<file path="src/rtl/cpu_pkg.sv">
// Shared encodings for the multi-cycle CPU: opcodes, controller states, ALU ops and datapath selects.
// Used by the controller, the ALU control and the datapath top.
package cpu_pkg;

    localparam logic [5:0] OP_RTYPE = 6'h00;
    localparam logic [5:0] OP_J     = 6'h02;
    localparam logic [5:0] OP_BEQ   = 6'h04;
    localparam logic [5:0] OP_ADDI  = 6'h08;
    localparam logic [5:0] OP_SLTI  = 6'h0A;
    localparam logic [5:0] OP_LW    = 6'h23;
    localparam logic [5:0] OP_SW    = 6'h2B;

    typedef enum logic [3:0] {
        S_FETCH    = 4'd0,
        S_DECODE   = 4'd1,
        S_MEM_ADDR = 4'd2,
        S_MEM_RD   = 4'd3,
        S_MEM_WB   = 4'd4,
        S_MEM_WR   = 4'd5,
        S_EXEC_R   = 4'd6,
        S_R_WB     = 4'd7,
        S_BRANCH   = 4'd8,
        S_JUMP     = 4'd9,
        S_EXEC_I   = 4'd10,
        S_I_WB     = 4'd11
    } state_t;

    typedef enum logic [2:0] {
        ALU_ADD   = 3'd0,
        ALU_SUB   = 3'd1,
        ALU_FUNCT = 3'd2,
        ALU_SLT   = 3'd3
    } alu_op_t;

    typedef enum logic [1:0] {
        SRC_B_REG     = 2'd0,
        SRC_B_FOUR    = 2'd1,
        SRC_B_IMM     = 2'd2,
        SRC_B_IMM_SH2 = 2'd3
    } src_b_t;

    typedef enum logic [1:0] {
        PC_SRC_ALU     = 2'd0,
        PC_SRC_ALU_OUT = 2'd1,
        PC_SRC_JUMP    = 2'd2
    } pc_src_t;

    // One bundle of every control output, so the whole set can be cleared in one assignment.
    typedef struct packed {
        logic    pc_write;
        logic    pc_write_cond;
        pc_src_t pc_source;
        logic    i_or_d;
        logic    mem_read;
        logic    mem_write;
        logic    ir_write;
        logic    mem_to_reg;
        logic    reg_dst;
        logic    reg_write;
        logic    alu_src_a;
        src_b_t  alu_src_b;
        alu_op_t alu_op;
        logic    illegal;
    } ctrl_t;

endpackage

</file>
<file path="src/rtl/multicycle_ctrl_if.sv">
// Controller <-> datapath bundle: opcode and memory handshake in, selects and enables out.
interface multicycle_ctrl_if;

    logic [5:0]  opcode_i;
    logic        mem_ready_i;
    logic        pc_write_o;
    logic        pc_write_cond_o;
    logic [1:0]  pc_source_o;
    logic        i_or_d_o;
    logic        mem_read_o;
    logic        mem_write_o;
    logic        ir_write_o;
    logic        mem_to_reg_o;
    logic        reg_dst_o;
    logic        reg_write_o;
    logic        alu_src_a_o;
    logic [1:0]  alu_src_b_o;
    logic [2:0]  alu_op_o;
    logic        illegal_o;
    logic [3:0]  state_o;
    logic [31:0] retired_o;

    modport master (
        input  opcode_i, mem_ready_i,
        output pc_write_o, pc_write_cond_o, pc_source_o, i_or_d_o, mem_read_o, mem_write_o,
               ir_write_o, mem_to_reg_o, reg_dst_o, reg_write_o, alu_src_a_o, alu_src_b_o,
               alu_op_o, illegal_o, state_o, retired_o
    );

    modport slave (
        output opcode_i, mem_ready_i,
        input  pc_write_o, pc_write_cond_o, pc_source_o, i_or_d_o, mem_read_o, mem_write_o,
               ir_write_o, mem_to_reg_o, reg_dst_o, reg_write_o, alu_src_a_o, alu_src_b_o,
               alu_op_o, illegal_o, state_o, retired_o
    );

endinterface

</file>
<file path="src/rtl/multicycle_ctrl.sv">
// Multi-cycle CPU control FSM: sequences fetch/decode/execute over a shared memory port and ALU,
// stalls on mem_ready_i and counts retired instructions.
module multicycle_ctrl
    import cpu_pkg::*;
(
    input  logic              clk_i,
    input  logic              rst_i,
    multicycle_ctrl_if.master bus
);

    state_t      state_q, state_d;
    logic [31:0] retired_q, retired_d;
    logic        retire;
    ctrl_t       ctl;
    ctrl_t       ctl_out;

    always_comb begin
        // NOTE: every signal gets a default before the case so no path leaves one unassigned (no latches).
        ctl     = '0;
        state_d = state_q;
        retire  = 1'b0;
        unique case (state_q)
            S_FETCH: begin
                ctl.mem_read  = 1'b1;
                ctl.alu_src_b = SRC_B_FOUR;
                if (bus.mem_ready_i) begin
                    ctl.ir_write = 1'b1;
                    ctl.pc_write = 1'b1;
                    state_d      = S_DECODE;
                end
            end
            S_DECODE: begin
                // Speculatively form the branch target; harmless for non-branch opcodes.
                ctl.alu_src_b = SRC_B_IMM_SH2;
                unique case (bus.opcode_i)
                    OP_LW, OP_SW:       state_d = S_MEM_ADDR;
                    OP_RTYPE:           state_d = S_EXEC_R;
                    OP_ADDI, OP_SLTI:   state_d = S_EXEC_I;
                    OP_BEQ:             state_d = S_BRANCH;
                    OP_J:               state_d = S_JUMP;
                    default: begin
                        ctl.illegal = 1'b1;
                        state_d     = S_FETCH;
                    end
                endcase
            end
            S_MEM_ADDR: begin
                ctl.alu_src_a = 1'b1;
                ctl.alu_src_b = SRC_B_IMM;
                state_d       = (bus.opcode_i == OP_SW) ? S_MEM_WR : S_MEM_RD;
            end
            S_MEM_RD: begin
                ctl.mem_read = 1'b1;
                ctl.i_or_d   = 1'b1;
                if (bus.mem_ready_i) state_d = S_MEM_WB;
            end
            S_MEM_WB: begin
                ctl.reg_write  = 1'b1;
                ctl.mem_to_reg = 1'b1;
                retire         = 1'b1;
                state_d        = S_FETCH;
            end
            S_MEM_WR: begin
                ctl.mem_write = 1'b1;
                ctl.i_or_d    = 1'b1;
                if (bus.mem_ready_i) begin
                    retire  = 1'b1;
                    state_d = S_FETCH;
                end
            end
            S_EXEC_R: begin
                ctl.alu_src_a = 1'b1;
                ctl.alu_src_b = SRC_B_REG;
                ctl.alu_op    = ALU_FUNCT;
                state_d       = S_R_WB;
            end
            S_R_WB: begin
                ctl.reg_write = 1'b1;
                ctl.reg_dst   = 1'b1;
                retire        = 1'b1;
                state_d       = S_FETCH;
            end
            S_EXEC_I: begin
                ctl.alu_src_a = 1'b1;
                ctl.alu_src_b = SRC_B_IMM;
                ctl.alu_op    = (bus.opcode_i == OP_SLTI) ? ALU_SLT : ALU_ADD;
                state_d       = S_I_WB;
            end
            S_I_WB: begin
                ctl.reg_write = 1'b1;
                retire        = 1'b1;
                state_d       = S_FETCH;
            end
            S_BRANCH: begin
                ctl.alu_src_a     = 1'b1;
                ctl.alu_src_b     = SRC_B_REG;
                ctl.alu_op        = ALU_SUB;
                ctl.pc_write_cond = 1'b1;
                ctl.pc_source     = PC_SRC_ALU_OUT;
                retire            = 1'b1;
                state_d           = S_FETCH;
            end
            S_JUMP: begin
                ctl.pc_write  = 1'b1;
                ctl.pc_source = PC_SRC_JUMP;
                retire        = 1'b1;
                state_d       = S_FETCH;
            end
            default: state_d = S_FETCH;
        endcase
    end

    assign retired_d = retired_q + {31'd0, retire};

    always_ff @(posedge clk_i or posedge rst_i) begin
        // NOTE: sequential state uses non-blocking assignments so all registers update together.
        if (rst_i) begin
            state_q   <= S_FETCH;
            retired_q <= '0;
        end else begin
            state_q   <= state_d;
            retired_q <= retired_d;
        end
    end

    // Reset overrides the FETCH decode so no strobe escapes while rst_i is high.
    assign ctl_out = rst_i ? '0 : ctl;

    assign bus.pc_write_o      = ctl_out.pc_write;
    assign bus.pc_write_cond_o = ctl_out.pc_write_cond;
    assign bus.pc_source_o     = ctl_out.pc_source;
    assign bus.i_or_d_o        = ctl_out.i_or_d;
    assign bus.mem_read_o      = ctl_out.mem_read;
    assign bus.mem_write_o     = ctl_out.mem_write;
    assign bus.ir_write_o      = ctl_out.ir_write;
    assign bus.mem_to_reg_o    = ctl_out.mem_to_reg;
    assign bus.reg_dst_o       = ctl_out.reg_dst;
    assign bus.reg_write_o     = ctl_out.reg_write;
    assign bus.alu_src_a_o     = ctl_out.alu_src_a;
    assign bus.alu_src_b_o     = ctl_out.alu_src_b;
    assign bus.alu_op_o        = ctl_out.alu_op;
    assign bus.illegal_o       = ctl_out.illegal;
    assign bus.state_o         = state_q;
    assign bus.retired_o       = retired_q;

endmodule

</file>
<file path="src/flat_wrapper.sv">
// flat-port wrapper written by rule: the top's interface ports become plain ports
module multicycle_ctrl_flat import cpu_pkg::*;
  (clk_i, rst_i, bus_opcode_i, bus_mem_ready_i, bus_pc_write_o, bus_pc_write_cond_o, bus_pc_source_o, bus_i_or_d_o, bus_mem_read_o, bus_mem_write_o, bus_ir_write_o, bus_mem_to_reg_o, bus_reg_dst_o, bus_reg_write_o, bus_alu_src_a_o, bus_alu_src_b_o, bus_alu_op_o, bus_illegal_o, bus_state_o, bus_retired_o);
  multicycle_ctrl_if bus_i ();
  input  logic clk_i;
  input  logic rst_i;
  input wire logic [$bits(bus_i.opcode_i)-1:0] bus_opcode_i;
  input wire logic [$bits(bus_i.mem_ready_i)-1:0] bus_mem_ready_i;
  output wire logic [$bits(bus_i.pc_write_o)-1:0] bus_pc_write_o;
  output wire logic [$bits(bus_i.pc_write_cond_o)-1:0] bus_pc_write_cond_o;
  output wire logic [$bits(bus_i.pc_source_o)-1:0] bus_pc_source_o;
  output wire logic [$bits(bus_i.i_or_d_o)-1:0] bus_i_or_d_o;
  output wire logic [$bits(bus_i.mem_read_o)-1:0] bus_mem_read_o;
  output wire logic [$bits(bus_i.mem_write_o)-1:0] bus_mem_write_o;
  output wire logic [$bits(bus_i.ir_write_o)-1:0] bus_ir_write_o;
  output wire logic [$bits(bus_i.mem_to_reg_o)-1:0] bus_mem_to_reg_o;
  output wire logic [$bits(bus_i.reg_dst_o)-1:0] bus_reg_dst_o;
  output wire logic [$bits(bus_i.reg_write_o)-1:0] bus_reg_write_o;
  output wire logic [$bits(bus_i.alu_src_a_o)-1:0] bus_alu_src_a_o;
  output wire logic [$bits(bus_i.alu_src_b_o)-1:0] bus_alu_src_b_o;
  output wire logic [$bits(bus_i.alu_op_o)-1:0] bus_alu_op_o;
  output wire logic [$bits(bus_i.illegal_o)-1:0] bus_illegal_o;
  output wire logic [$bits(bus_i.state_o)-1:0] bus_state_o;
  output wire logic [$bits(bus_i.retired_o)-1:0] bus_retired_o;
  assign bus_i.opcode_i = bus_opcode_i;
  assign bus_i.mem_ready_i = bus_mem_ready_i;
  assign bus_pc_write_o = bus_i.pc_write_o;
  assign bus_pc_write_cond_o = bus_i.pc_write_cond_o;
  assign bus_pc_source_o = bus_i.pc_source_o;
  assign bus_i_or_d_o = bus_i.i_or_d_o;
  assign bus_mem_read_o = bus_i.mem_read_o;
  assign bus_mem_write_o = bus_i.mem_write_o;
  assign bus_ir_write_o = bus_i.ir_write_o;
  assign bus_mem_to_reg_o = bus_i.mem_to_reg_o;
  assign bus_reg_dst_o = bus_i.reg_dst_o;
  assign bus_reg_write_o = bus_i.reg_write_o;
  assign bus_alu_src_a_o = bus_i.alu_src_a_o;
  assign bus_alu_src_b_o = bus_i.alu_src_b_o;
  assign bus_alu_op_o = bus_i.alu_op_o;
  assign bus_illegal_o = bus_i.illegal_o;
  assign bus_state_o = bus_i.state_o;
  assign bus_retired_o = bus_i.retired_o;
  multicycle_ctrl u_core (.clk_i(clk_i), .rst_i(rst_i), .bus(bus_i));
endmodule
</file>
<file path="config.mk">
export PLATFORM = sky130hd
export DESIGN_NAME = multicycle_ctrl_flat
export DESIGN_NICKNAME = d
export VERILOG_FILES = /design/src/rtl/cpu_pkg.sv /design/src/rtl/multicycle_ctrl_if.sv /design/src/rtl/multicycle_ctrl.sv /design/src/flat_wrapper.sv
export SDC_FILE = /design/constraint.sdc
export NUM_CORES = 1
export LEC_CHECK = 0
export ABC_AREA = 1
export CELL_PAD_IN_SITES_DETAIL_PLACEMENT = 1
export CELL_PAD_IN_SITES_GLOBAL_PLACEMENT = 2
export CORE_ASPECT_RATIO = 2
export CORE_MARGIN = 1.5
export CORE_UTILIZATION = 26
export DETAILED_ROUTE_END_ITERATION = 10
export PLACE_DENSITY = 0.91
export RECOVER_POWER = 100
export SYNTH_ARGS = -nofsm -noshare
export SYNTH_HDL_FRONTEND = slang
export SYNTH_SLANG_ARGS = --single-unit
export TNS_END_PERCENT = 20
</file>
<file path="constraint.sdc">
create_clock -name clk_i -period 4.1 [get_ports clk_i]
set_input_delay 1.23 -clock clk_i [delete_from_list [all_inputs] [get_ports clk_i]]
set_output_delay 1.23 -clock clk_i [all_outputs]
set_load 0.01 [all_outputs]
</file>
Yosys cells after proc, flatten, opt, wreduce, memory -nomap -nowiden
Cells that the tools add are included.
{ "classes": {"addsub": 1, "eq_ne": 20, "mux": 25, "n_reduce_logical": 12} }
{ "ops": {"columns": ["cell", "count"], "rows": [
  ["adder 32 x 1 -> 32 bit", 1],
  ["case mux 4 bit (7 select lines)", 1],
  ["case mux 4 bit (5 select lines)", 1],
  ["2-to-1 mux 18 bit", 1],
  ["== test 4 x 3 -> 1 bit, second input constant", 4],
  ["== test 4 bit, second input constant", 4],
  ["== test 6 x 4 -> 1 bit, second input constant", 2],
  ["== test 6 bit, second input constant", 2],
  ["2-to-1 mux 1 bit", 12],
  ["2-to-1 mux 4 bit", 3],
  ["OR reduction 2 bit", 5],
  ["case mux 3 bit (3 select lines)", 1],
  ["== test 4 x 2 -> 1 bit, second input constant", 2],
  ["OR reduction 7 bit", 1],
  ["== test 6 x 2 -> 1 bit, second input constant", 1],
  ["== test 6 x 3 -> 1 bit, second input constant", 1],
  ["logical NOT 6 bit", 1],
  ["!= test 2 bit, second input constant", 3],
  ["case mux 2 bit (3 select lines)", 1],
  ["OR reduction 5 bit", 1],
  ["== test 4 x 1 -> 1 bit, second input constant", 1],
  ["logical NOT 4 bit", 1],
  ["case mux 1 bit (2 select lines)", 2],
  ["case mux 2 bit (2 select lines)", 1],
  ["5 further kinds", 5]
]} }
{ "totals": {"reg_bits": 36, "in_bits": 9, "out_inout_bits": 54, "elab_cells": 60} }

Longest topological paths before layout
{ "depth": {"word_depth": 5, "mapped_depth": 14, "depth_no_buf": 14} }

Worst setup path after synthesis
OpenSTA, ideal clock, no wires.
{ "synth_timing": {"kind": "input-to-output", "start": "input port rst_i", "end": "output port bus_illegal_o", "arrival_time_ns": 2.558, "required_time_ns": 2.870, "setup_slack_ns": 0.312, "stages": 4, "path_buffers": 1, "path_cell_list": "clkbuf_1 inv_1 nand4_1 nor2_1"} }
{ "synth_via": {"elab_chain_cells": 1} }
{ "synth_lines": {"columns": ["element", "line", "text"], "rows": [
  ["start: declaration", "flat_wrapper.sv:6", "input logic rst_i;"],
  ["2-to-1 mux 18 bit", "multicycle_ctrl.sv:127", "assign ctl_out = rst_i ? '0 : ctl;"],
  ["end: declaration", "flat_wrapper.sv:22", "output wire logic [$bits(bus_i.illegal_o)-1:0] bus_illegal_o;"]
]} }
No other way between the ends.

Worst setup path after layout
{ "layout_timing": {"start": "input port rst_i", "end": "output port bus_reg_dst_o"} }
{ "layout_via": {"elab_chain_cells": 1} }
{ "layout_lines": {"columns": ["element", "line", "text"], "rows": [
  ["2-to-1 mux 18 bit", "multicycle_ctrl.sv:127", null],
  ["end: declaration", "flat_wrapper.sv:17", "output wire logic [$bits(bus_i.reg_dst_o)-1:0] bus_reg_dst_o;"]
]} }
No other way between the ends.

==> metrics.txt <==
status=complete, but fails checks; failing checks=max-capacitance violations, max-slew violations; P&R area growth vs syn=36.82%; routed wire length=about 8200 um; most frequent cells in the layout=nand2_1, nor2_1, dlygate4sd3_1; slowest CP cell=dlygate4sd3_1; RSZ-0062 raised after global routing=false; final net count=417; Yosys reg bits=36; clk buf depth=2; vias post-DR=between 2000 and 2500; Mapped Area=approximately 2300 sq um; post-detail-place hpwl=6649 um; relative slew slack=-42.49%; CP required=~2.9 ns; Pleak=about 1.6 nW; GRT Resource Usage Total=between 15 and 20%; Synth area leader=dfrtp_1; Synth cell types=22; WHS=between 0.4 and 0.5 ns; Yosys top cell area share=around two fifths; Synth Area per Inst=6.837 sq um; Buffers on Ports=61; crit-path cells=clkdlybuf4s50_1, buf_4, nor3_1, dlygate4sd3_1; Die Wd=around 70 um; worst skew pair latency=just under 0.3 ns; DRC=0; Rows=48; initial antenna violation count=0; Final Setup Violations=0; cts hold-fix bufs=0; area of the die=between 9000 and 10000 sq um; Period Utilization, post-route=96.65%; minimum clock period=~4 ns; largest net degree at the start of global routing=37; CP Buf/Inv Count=3; CP Capture Type=primary output; htree depth=2; Crit Path Max Fanout=14; Die Ht=~140 um; Post-synth ARST share=100.0%; max-capacitance violation count=1; CP peak stage delay=around 0.63 ns; commonest non-fill, non-tap cell in the layout=nand2_1; Post-synth EDFFs=0; Mapped Cells=around 340; FMAX=around 250 MHz; GRT overflow=0; IR drop worst, VDD=around 0.16 mV; worst min path class=flop to flop; worst clock skew=0.009273 ns; Clock Sinks=36; initial core utilization=around a quarter; Final Hold Vio Count=0; PwrDens=around 370 nW/um^2; CTS tree=built; vias in the first global route=2699; core area=a little under 9000 sq um; setup tns final=0 ns; GPL Wtd Cong=approximately 0.84; post-synthesis sequential area ratio=between 30% and 40%; actual slew at the worst max-slew pin=2.137 ns; Pins Over Slew Limit=37; first-pass GRT wire length=13210 um; DR iter-0 viols=about 110; ranking of synthesized cells by area=dfrtp_1, nand2_1, nor2_1, nand3b_1, xor2_1; net count after synthesis=~350; CTS Buf Count=5; CP delay by family, top=buffers and inverters; placed cells=~500; kind of critical path=primary input to primary output; Final Non-Filler Cells=a little over 500; Critical Path AT=2.73 ns; Synth Flop Type=dfrtp_1; I/O Pins=between 60 and 70; synth warn=0; clock transition at the registers of the reported paths=around 0.060 ns; Startpoint Class=primary input; layout cells sized above 1=between 3 and 4%; clock tree root buffer cell=clkbuf_16; Via-to-Cell Ratio=roughly 4.9; post-route ant nets=0; Diodes inserted=0; Initial DRT Pass Iterations=4; Routed WL per cell=around 16 um
[cell type report]
class | count | area (sq um)
Inverter | 28 | 105.1
Multi-Input combinational cell | 271 | 1227
Fill cell | 1110 | 5487
Clock inverter | 3 | 42.54
Sequential cell | 36 | 900.9
Clock buffer | 5 | 125.1
Timing Repair Buffer | 64 | 635.6
Tap cell | 100 | 125.1
[flip-flops by register name, indices dropped and copies added (netlist names)]
register / flops
u_core.bus.retired_o: 32
u_core.bus.state_o: 4
[Yosys cell counts (5+ instances only)]
library cell and n:
dfrtp_1 36, xor2_1 11, nand2_1 125, inv_1 25, nor2_2 7, a21oi_1 7
nor2_1 67, nand2_2 5, nand3_1 9, nand3b_1 16, nor2_4 6
[routing by layer]
| layer | wire length (um) | track usage (%) | part of all wire (%) |
|---|---|---|---|
| met1 | 2635 | 15.04 | 32 |
| met2 | 4772 | 37.66 | 58 |
| met3 | 298 | 2.743 | 3.6 |
| met4 | 497 | 11.75 | 6.1 |
| met5 | 0 | 0 | 0 |
[report_power, final]
part	leakage (nW)	internal (W)	switching (W)	total [W]
Clock	0.0798	0.000286	0.000162	0.000448
Sequential	0.495	0.000386	0.0000361	0.000422
Combinational	1.03	0.000129	0.000183	0.000312
Total	1.60	0.000801	0.000381	0.00118
[worst reg2reg max path, stage by stage, from the launching register on]
cell and delay (ns):
dfrtp_1 0.41, nor2_1 0.35, nand2_1 0.27, nand4_1 0.26, ha_1 0.30, ha_1 0.31
inv_1 0.10, nor2_1 0.42, clkinv_1 0.13, nor2_1 0.33, nand2_1 0.11, nand2_1 0.07
nand2_1 0.04
[kinds of logic after synthesis]
| logic type | count (synthesis) | share of synthesized area (%) |
|---|---|---|
| other | 1 | 0.1623 |
| XOR/XNOR | 15 | 5.685 |
| AO/OA/AOI/OAI | 10 | 2.220 |
| adder cells (fa/ha/maj) | 2 | 1.083 |
| flip-flops | 36 | 38.98 |
| AND/OR/NAND/NOR | 243 | 46.67 |
| buffers and inverters | 31 | 5.198 |
[worst paths after layout]
kind,from,endpoint,slack [ns],cells after the start
min in group asynchronous,rst_i,u_core.bus.state_o[3]$_DFFE_PP0P_,2.16,3
hold reg to reg,u_core.bus.retired_o[31]$_DFF_PP0_,u_core.bus.retired_o[31]$_DFF_PP0_,0.49,2
setup / recovery,rst_i,bus_reg_dst_o,0.14,4
hold / removal,u_core.bus.retired_o[31]$_DFF_PP0_,u_core.bus.retired_o[31]$_DFF_PP0_,0.49,2
max in group asynchronous,rst_i,u_core.bus.retired_o[22]$_DFF_PP0_,0.69,3
setup reg to reg,u_core.bus.state_o[2]$_DFFE_PP0P_,u_core.bus.retired_o[28]$_DFF_PP0_,0.90,12
[what timing repair did]
item | 4_1_cts | 5_1_grt
setup buffers | 0 | 0
hold endpoints to repair | 0 | 0
cloned | 0 | 0
resized for setup | 1 | 4
pin swaps | 0 | 0
endpoints found under the setup margin | 1 | 2
[per-stage QoR]
stage / util (%) / cell area (sq um) / setup WS (ns) / total power (W)
global route: 36.56 / 3162 / 0.03693 / 0.001248
finish: 36.56 / 3162 / 0.1374 / 0.001182
global placement: 35.32 / 3054 / 0.06923 / 0.0007648
CTS: 37.24 / 3221 / 0.008407 / 0.001223
floorplan: - / 2311 / 0.3119 / 0.0005918
detailed placement: 35.32 / 3054 / -0.007911 / 0.0007695
Power figures use the tool's default switching activity.
